--- src/rtl/hidden_layer_ctrl.sv ---
// Hidden-layer sequencer: walks 30 neurons x 196 inputs through one shared MAC,
// adds the aligned bias, then applies ReLU, scaling and saturation before
// streaming one 8-bit activation per neuron to the output-layer buffer.
module hidden_layer_ctrl #(
  parameter int N_IN   = 196,
  parameter int N_NEUR = 30,
  parameter int W      = 8,
  parameter int ACC_W  = 24,
  parameter int SHIFT  = 7
) (
  input  logic          clk,
  input  logic          reset_n,
  input  logic          start,
  output logic          busy,
  output logic          done,
  output logic [7:0]    pixel_addr,
  input  logic [W-1:0]  pixel_data,
  output logic [12:0]   weight_addr,
  input  logic [W-1:0]  weight_data,
  output logic [4:0]    bias_addr,
  input  logic [W-1:0]  bias_data,
  output logic          out_valid,
  output logic [4:0]    out_idx,
  output logic [W-1:0]  out_data
);

  localparam logic [2:0] S_IDLE  = 3'd0;
  localparam logic [2:0] S_BIAS  = 3'd1;
  localparam logic [2:0] S_MAC   = 3'd2;
  localparam logic [2:0] S_DRAIN = 3'd3;
  localparam logic [2:0] S_OUT   = 3'd4;
  localparam logic [2:0] S_DONE  = 3'd5;

  localparam logic [7:0]       LAST_IN     = 8'(N_IN - 1);
  localparam logic [4:0]       LAST_NEUR   = 5'(N_NEUR - 1);
  localparam logic [12:0]      ROW_STRIDE  = 13'(N_IN);
  localparam logic [W-1:0]     ACT_MAX     = {1'b0, {(W-1){1'b1}}};
  localparam logic [ACC_W-1:0] ACT_MAX_ACC = {{(ACC_W-W){1'b0}}, ACT_MAX};

  logic [2:0]              state;
  logic [4:0]              neuron;
  logic [12:0]             row_base;
  logic signed [ACC_W-1:0] acc;

  logic signed [2*W:0]     pixel_ext;
  logic signed [2*W:0]     weight_ext;
  logic signed [2*W:0]     product;
  logic signed [ACC_W-1:0] acc_sum;
  logic signed [ACC_W-1:0] bias_init;
  logic [ACC_W-1:0]        sum_bits;
  logic [ACC_W-1:0]        relu_scaled;
  logic [W-1:0]            activation;

  // Status strobes come straight from the state register, so they are glitch-free
  always_comb begin
    busy      = (state == S_BIAS) || (state == S_MAC) ||
                (state == S_DRAIN) || (state == S_OUT);
    done      = (state == S_DONE);
    out_valid = (state == S_OUT);
  end

  // MAC datapath: unsigned pixel times signed weight, then the bias-aligned start
  // value and the ReLU/scale/saturate result of the running sum
  always_comb begin
    pixel_ext   = {{W{1'b0}}, pixel_data};
    weight_ext  = {{(W+1){weight_data[W-1]}}, weight_data};
    product     = pixel_ext * weight_ext;
    acc_sum     = acc + {{(ACC_W-2*W-1){product[2*W]}}, product};
    bias_init   = {{(ACC_W-W-SHIFT){bias_data[W-1]}}, bias_data, {SHIFT{1'b0}}};
    sum_bits    = acc_sum;
    relu_scaled = sum_bits[ACC_W-1] ? '0 : (sum_bits >> SHIFT);
    activation  = (relu_scaled > ACT_MAX_ACC) ? ACT_MAX : relu_scaled[W-1:0];
  end

  // Sequencer: address counters run one cycle ahead of the data they fetch,
  // and DRAIN folds in the last product while latching the activation for OUT
  always_ff @(posedge clk) begin
    if (!reset_n) begin
      state       <= S_IDLE;
      neuron      <= '0;
      row_base    <= '0;
      acc         <= '0;
      pixel_addr  <= '0;
      weight_addr <= '0;
      bias_addr   <= '0;
      out_idx     <= '0;
      out_data    <= '0;
    end else begin
      case (state)
        S_IDLE: begin
          if (start) begin
            state     <= S_BIAS;
            neuron    <= '0;
            row_base  <= '0;
            bias_addr <= '0;
          end
        end
        S_BIAS: begin
          state       <= S_MAC;
          pixel_addr  <= '0;
          weight_addr <= row_base;
        end
        S_MAC: begin
          if (pixel_addr == '0) begin
            acc <= bias_init;
          end else begin
            acc <= acc_sum;
          end
          if (pixel_addr == LAST_IN) begin
            state <= S_DRAIN;
          end else begin
            pixel_addr  <= pixel_addr + 8'd1;
            weight_addr <= weight_addr + 13'd1;
          end
        end
        S_DRAIN: begin
          acc      <= acc_sum;
          out_data <= activation;
          out_idx  <= neuron;
          state    <= S_OUT;
        end
        S_OUT: begin
          if (neuron == LAST_NEUR) begin
            state <= S_DONE;
          end else begin
            neuron    <= neuron + 5'd1;
            bias_addr <= neuron + 5'd1;
            row_base  <= row_base + ROW_STRIDE;
            state     <= S_BIAS;
          end
        end
        S_DONE: begin
          state <= S_IDLE;
        end
        default: begin
          state <= S_IDLE;
        end
      endcase
    end
  end

endmodule
--- config.mk ---
export PLATFORM = sky130hd
export DESIGN_NAME = hidden_layer_ctrl
export DESIGN_NICKNAME = d
export VERILOG_FILES = /design/src/rtl/hidden_layer_ctrl.sv
export SDC_FILE = /design/constraint.sdc
export NUM_CORES = 1
export LEC_CHECK = 0
export BUFFER_PORTS_ARGS = -buffer_cell sky130_fd_sc_hd__buf_2
export CAP_MARGIN = 30
export CORE_UTILIZATION = 35
export CTS_CLUSTER_DIAMETER = 120
export CTS_CLUSTER_SIZE = 30
export DETAILED_ROUTE_END_ITERATION = 16
export HOLD_SLACK_MARGIN = 0.02
export PLACE_DENSITY_LB_ADDON = 0.1
export SYNTH_ARGS = -nofsm -noshare
export SYNTH_HDL_FRONTEND = slang
export SYNTH_SLANG_ARGS = --single-unit
--- constraint.sdc ---
create_clock -name clk -period 8.15 [get_ports clk]
set_clock_uncertainty 0.2 [all_clocks]
set_input_delay 0.4075 -clock clk [delete_from_list [all_inputs] [get_ports clk]]
set_output_delay 0.4075 -clock clk [all_outputs]
set_load 0.05 [all_outputs]
Word level (Yosys, flattened, before mapping). Cells that the tools add are included.

$mul: 1. Bitwise operators: 0. $lt $le $gt $ge: 1. Muxes and demuxes: 18. Shifts and indexed selects: 0. Eq/ne operators: 11. Divide/modulo/power cells: 0. Add/subtract/negate cells: 5. Reductions and logical operators: 11.

Operators by type and width (count): 13-bit one-hot mux with 2 select lines (2); 24-bit one-hot mux with 2 select lines (1); 13-bit two-way mux (3); 24-bit adder (1); 24-bit two-way mux (1); 9-bit by 8-bit multiplier with 17-bit output (1); 16-bit by 7-bit > comparator with 1-bit output (second input constant) (1); 16-bit two-way mux (1); 8-bit two-way mux (2); 8-bit one-hot mux with 2 select lines (1); 3-bit one-hot mux with 5 select lines (1); 13-bit by 1-bit adder with 13-bit output (second input constant) (1); 13-bit by 8-bit adder with 13-bit output (second input constant) (1); 5-bit two-way mux (2); 5-bit one-hot mux with 2 select lines (1); 3-bit two-way mux (3); 8-bit by 1-bit adder with 8-bit output (second input constant) (1); 8-bit equality test (second input constant) (1); 8-bit zero test (1); 3-bit by 2-bit equality test with 1-bit output (second input constant) (2); 3-bit equality test (second input constant) (2); 2-bit inequality test (second input constant) (3); 2-bit nonzero test (3); 5-bit by 1-bit adder with 5-bit output (second input constant) (1); 7 further kinds (10).

Memory bits (writable): 0. Flip-flop bits (word level): 79. ROM bits: 0. Latch bits: 0. Memories: 0. Input port bits: 27. Logic and storage cells: 55. Output and inout bits: 42.

Longest topological paths before layout.
Word-level depth: 5. Mapped depth: 30. Depth with buffers taken out: 29.

Worst setup path before layout. Ideal clock, no wire load.

Kind: input to register. Start point: in pixel_data[0]. End point: reg out_data[0]. Data arrival time: 6.576 ns. Setup time: 0.146 ns. Stages: 24. Slack: 1.229 ns. Path buffers: 0. Required time: 7.804 ns. Cell sequence: nand2b_1 fa_1 fa_1 inv_1 fa_1 inv_1 fa_1 inv_1 ha_1 o21ai_0 nor2_1 or4_1 a311oi_2 a21oi_1 xnor2_1 ha_1 a21oi_1 o21ai_0 o21bai_1 o31ai_4 xnor2_1 a2111o_1 nor4_4 a32oi_1.

Word-level cells in the longest chain between the ends: 5.

Ends and longest elaborated chain: from (decl) (RTL line 17) `input logic [W-1:0] pixel_data,`; 9-bit by 8-bit multiplier with 17-bit output (*) (RTL line 67) `product = pixel_ext * weight_ext;`; 24-bit adder (*) (RTL line 68) `acc_sum = acc + {{(ACC_W-2*W-1){product[2*W]}}, product};`; 16-bit two-way mux (*) (RTL line 71) `relu_scaled = sum_bits[ACC_W-1] ? '0 : (sum_bits >> SHIFT);`; 16-bit by 7-bit > comparator with 1-bit output (RTL line 72) `activation = (relu_scaled > ACT_MAX_ACC) ? ACT_MAX : relu_scaled[W-1:0];`; 8-bit two-way mux (*) (RTL line 72); to (signal assigned) (RTL line 118) `out_data <= activation;`; to (decl) (RTL line 24) `output logic [W-1:0] out_data`.

Mark *: on every way between the ends. The rest lies on a longest branch, timed or not. A chain may end at the register's enable or synchronous reset.

Worst setup path after layout.
Start point: in pixel_data[0]. End point: reg out_data[3].

The elaborated chain is that of the path after synthesis.

==> metrics.cfg <==
[place]
dp_slack_ps=661
numPlacedInstances=1142
place.gp.congestion=0.796
numPortBuffers=68
hpwl_mm=13.0
placed_area_um2=7400

[clock_network]
clk_latency_ps=350
cts_resized=0
ctsHtreeMaxLevel=3
postCtsSetupRepairBufs=0
clockRootBuffer=clkbuf_16
cts_made_buffers=9
cts_tree=yes
clockBufferDepth=2
clk_pin_slew_worst_paths_ps=60
cts_hold_buf=0
cts.sinks=77

[critical_path]
critPathKind=input port to flop
endpoint_kind=flop
crit-reg2reg-launch=acc[0]$_SDFFE_PN0P_
worstRegToRegCells=12
rrSetupSlack_ps=4570
crit_fanout=8
rr_endpoint=out_data[3]$_SDFFE_PN0P_
worstPathRequired_ps=8140
arrival_ps=7150
crit_path_start_kind=input port
timing.critical_path.to=out_data[3]$_SDFFE_PN0P_
cp-startpoint=pixel_data[0]

[detailed_routing]
via_per_inst=5.02
dr.pass1.iters=4
via_count=5813
drt_iter0_markers=327
wirelength_mm=17.1
drc_errors=0
wl_per_cell_um=14.8
detail-route-antenna-nets=0

[sta]
maxSlewHeadroom_pct=34.1
timing.final.crit_share_pct=87.8
worstMarginPinSlew_ps=985
finalHoldViolCount=0
fin_setup_tns_ps=0
timing.fmax_mhz=140
setup_viol=0
rsz0062_at_grt=false
slew_violations=0
setup_ws_ps=994
period_minus_slack_ps=7160

[global_route]
grt_pass1_vias=5761
gr-usage-all-layers_pct=18.2
grt_first_pass_wirelength_mm=29.0
overflow=0
antenna_found_initial=0
grt_max_degree=42

[floorplan]
die-area_um2=20000
core_um2=18900
die_x_um=141
io_pins=69
start_util_pct=36.0
fp-row-count=50
die_h_um=141

[synthesis]
synthesis.nets=974
syn_area_um2=6810
yosysSeqAreaShare_pct=22.6
yosysWarnings=0
synthCells=835
synth-seq-cells=77
async_flop_share_pct=0
synth_top_area_cell=dfxtp_1
synth-edff-count=0
avgSynthCellArea_um2=8.16
ys_types=66
synth_top_cell_area_share_pct=22.6
synth_area_leaders=dfxtp_1, ha_1, fa_1, nor2_1, nand2_1
ys_dominant_reg_cell=dfxtp_1

[final_layout]
layout.nets=1032
final_cells=1158
fillerInstances=2039
layout_commonest_cell=nor2_1
drive_above_1_share_pct=11.9
finalInstanceArea_um2=7700
final_cell_mix=nor2_1, nand2_1, dfxtp_1, ha_1
post-route-util_pct=40.8
antenna_cells=0
syn_to_final_growth_pct=13.1

[power]
powerDensity_nw_per_um2=270
peakVddDrop_v=0.000113
p_int_uw=1110
leakage_uw=0.00353
swShare_pct=46.5
pwr-share-comb_pct=59.0
seqPwrFrac_pct=20.7
clkPwrFrac_pct=20.3
p_switching_uw=965

[flow_run]
cap_viol_max_count=0

[worst_hold_path]
hold_path_class=input port to flop

[run_status]
outcome=finished clean

[metrics by stage]
step	total power, µW	hold slack [ps]
after global routing	2270	134
after CTS	2090	117
after global placement	1660	241
after detailed placement	1650	243
final	2080	123
after floorplan	1390	236
[critical path, stage by stage]
cell and delay [ps]:
buf_2 140, nand2b_1 170, fa_1 520, fa_1 550, inv_1 60, fa_1 570, inv_1 70, fa_1 540
inv_1 40, ha_1 330, o21ai_0 160, nor2_1 80, or4_1 460, a311oi_2 290, a21oi_1 130, xnor2_1 140
buf_4 180, ha_1 350, nand2_1 110, o21ai_0 380, o21bai_1 220, o31ai_4 110, xnor2_1 160, a2111o_1 330
nor4_4 480, a32oi_1 170
[power by group through the flow]
stage	clock, µW	sequential (µW)	combinational, µW
after CTS	433	430	1230
after detailed placement	0	439	1210
final	422	430	1220
after floorplan	0	460	927
after global placement	0	439	1220
after global routing	448	435	1390
[cell families after synthesis]
| logic type | Yosys count | share of synthesized area (%) |
|---|---|---|
| AOI/OAI and AO/OA | 186 | 18.3 |
| xor gates and xnor gates | 46 | 6.14 |
| adders and majority gates | 112 | 24.8 |
| buffers and inverters | 94 | 5.47 |
| DFF | 77 | 22.6 |
| muxes | 1 | 0.147 |
| and+or+nand+nor | 319 | 22.6 |
[cells in the mapped netlist, types with 12 or more instances]
| master | n |
|---|---|
| nand2_1 | 85 |
| and2_1 | 47 |
| nor2_1 | 98 |
| nand3_1 | 21 |
| fa_1 | 38 |
| clkbuf_1 | 21 |
| o21ai_0 | 32 |
| nand4_1 | 12 |
| nor3_1 | 13 |
| dfxtp_1 | 77 |
| ha_1 | 74 |
| inv_1 | 68 |
| xnor2_1 | 23 |
| xor2_1 | 22 |
| a21oi_1 | 61 |
[cell type report]
cell class	count	area, µm²	area share (%)
multi-input cells	664	4900	63.6
flip-flops and latches	77	1540	20.0
inverters	68	255	3.31
clock inverters	7	80.1	1.04
clock buffers	9	225	2.92
well taps	260	325	4.22
repair buffers	73	378	4.90
[layer usage]
metal / up-vias / GRT usage, % / routed length (µm)
li1: 2993 / - / -
met1: 2709 / 26.9 / 9210
met2: 97 / 27.4 / 7140
met3: 14 / 2.50 / 525
met4: 0 / 5.49 / 214
met5: - / 0 / 0
[how the worst min path moves through the flow]
stage                                  start                        to  slack, ps  cells past startpoint
floorplan                acc[0]$_SDFFE_PN0P_       acc[0]$_SDFFE_PN0P_        240                      2
global placement    out_data[7]$_SDFFE_PN0P_  out_data[7]$_SDFFE_PN0P_        240                      1
detailed placement  out_data[7]$_SDFFE_PN0P_  out_data[7]$_SDFFE_PN0P_        240                      1
CTS                             bias_data[0]       acc[7]$_SDFFE_PN0P_        120                      3
global route                    bias_data[0]       acc[7]$_SDFFE_PN0P_        130                      3
finish                          bias_data[0]       acc[7]$_SDFFE_PN0P_        120                      3
[sequential cells by signal (all words and copies together), names as in the netlist]
name,flops
pixel_addr,8
neuron,5
out_data,8
row_base,11
weight_addr,13
out_idx,5
acc,24
state,3
(Power assumes the default switching activity.)
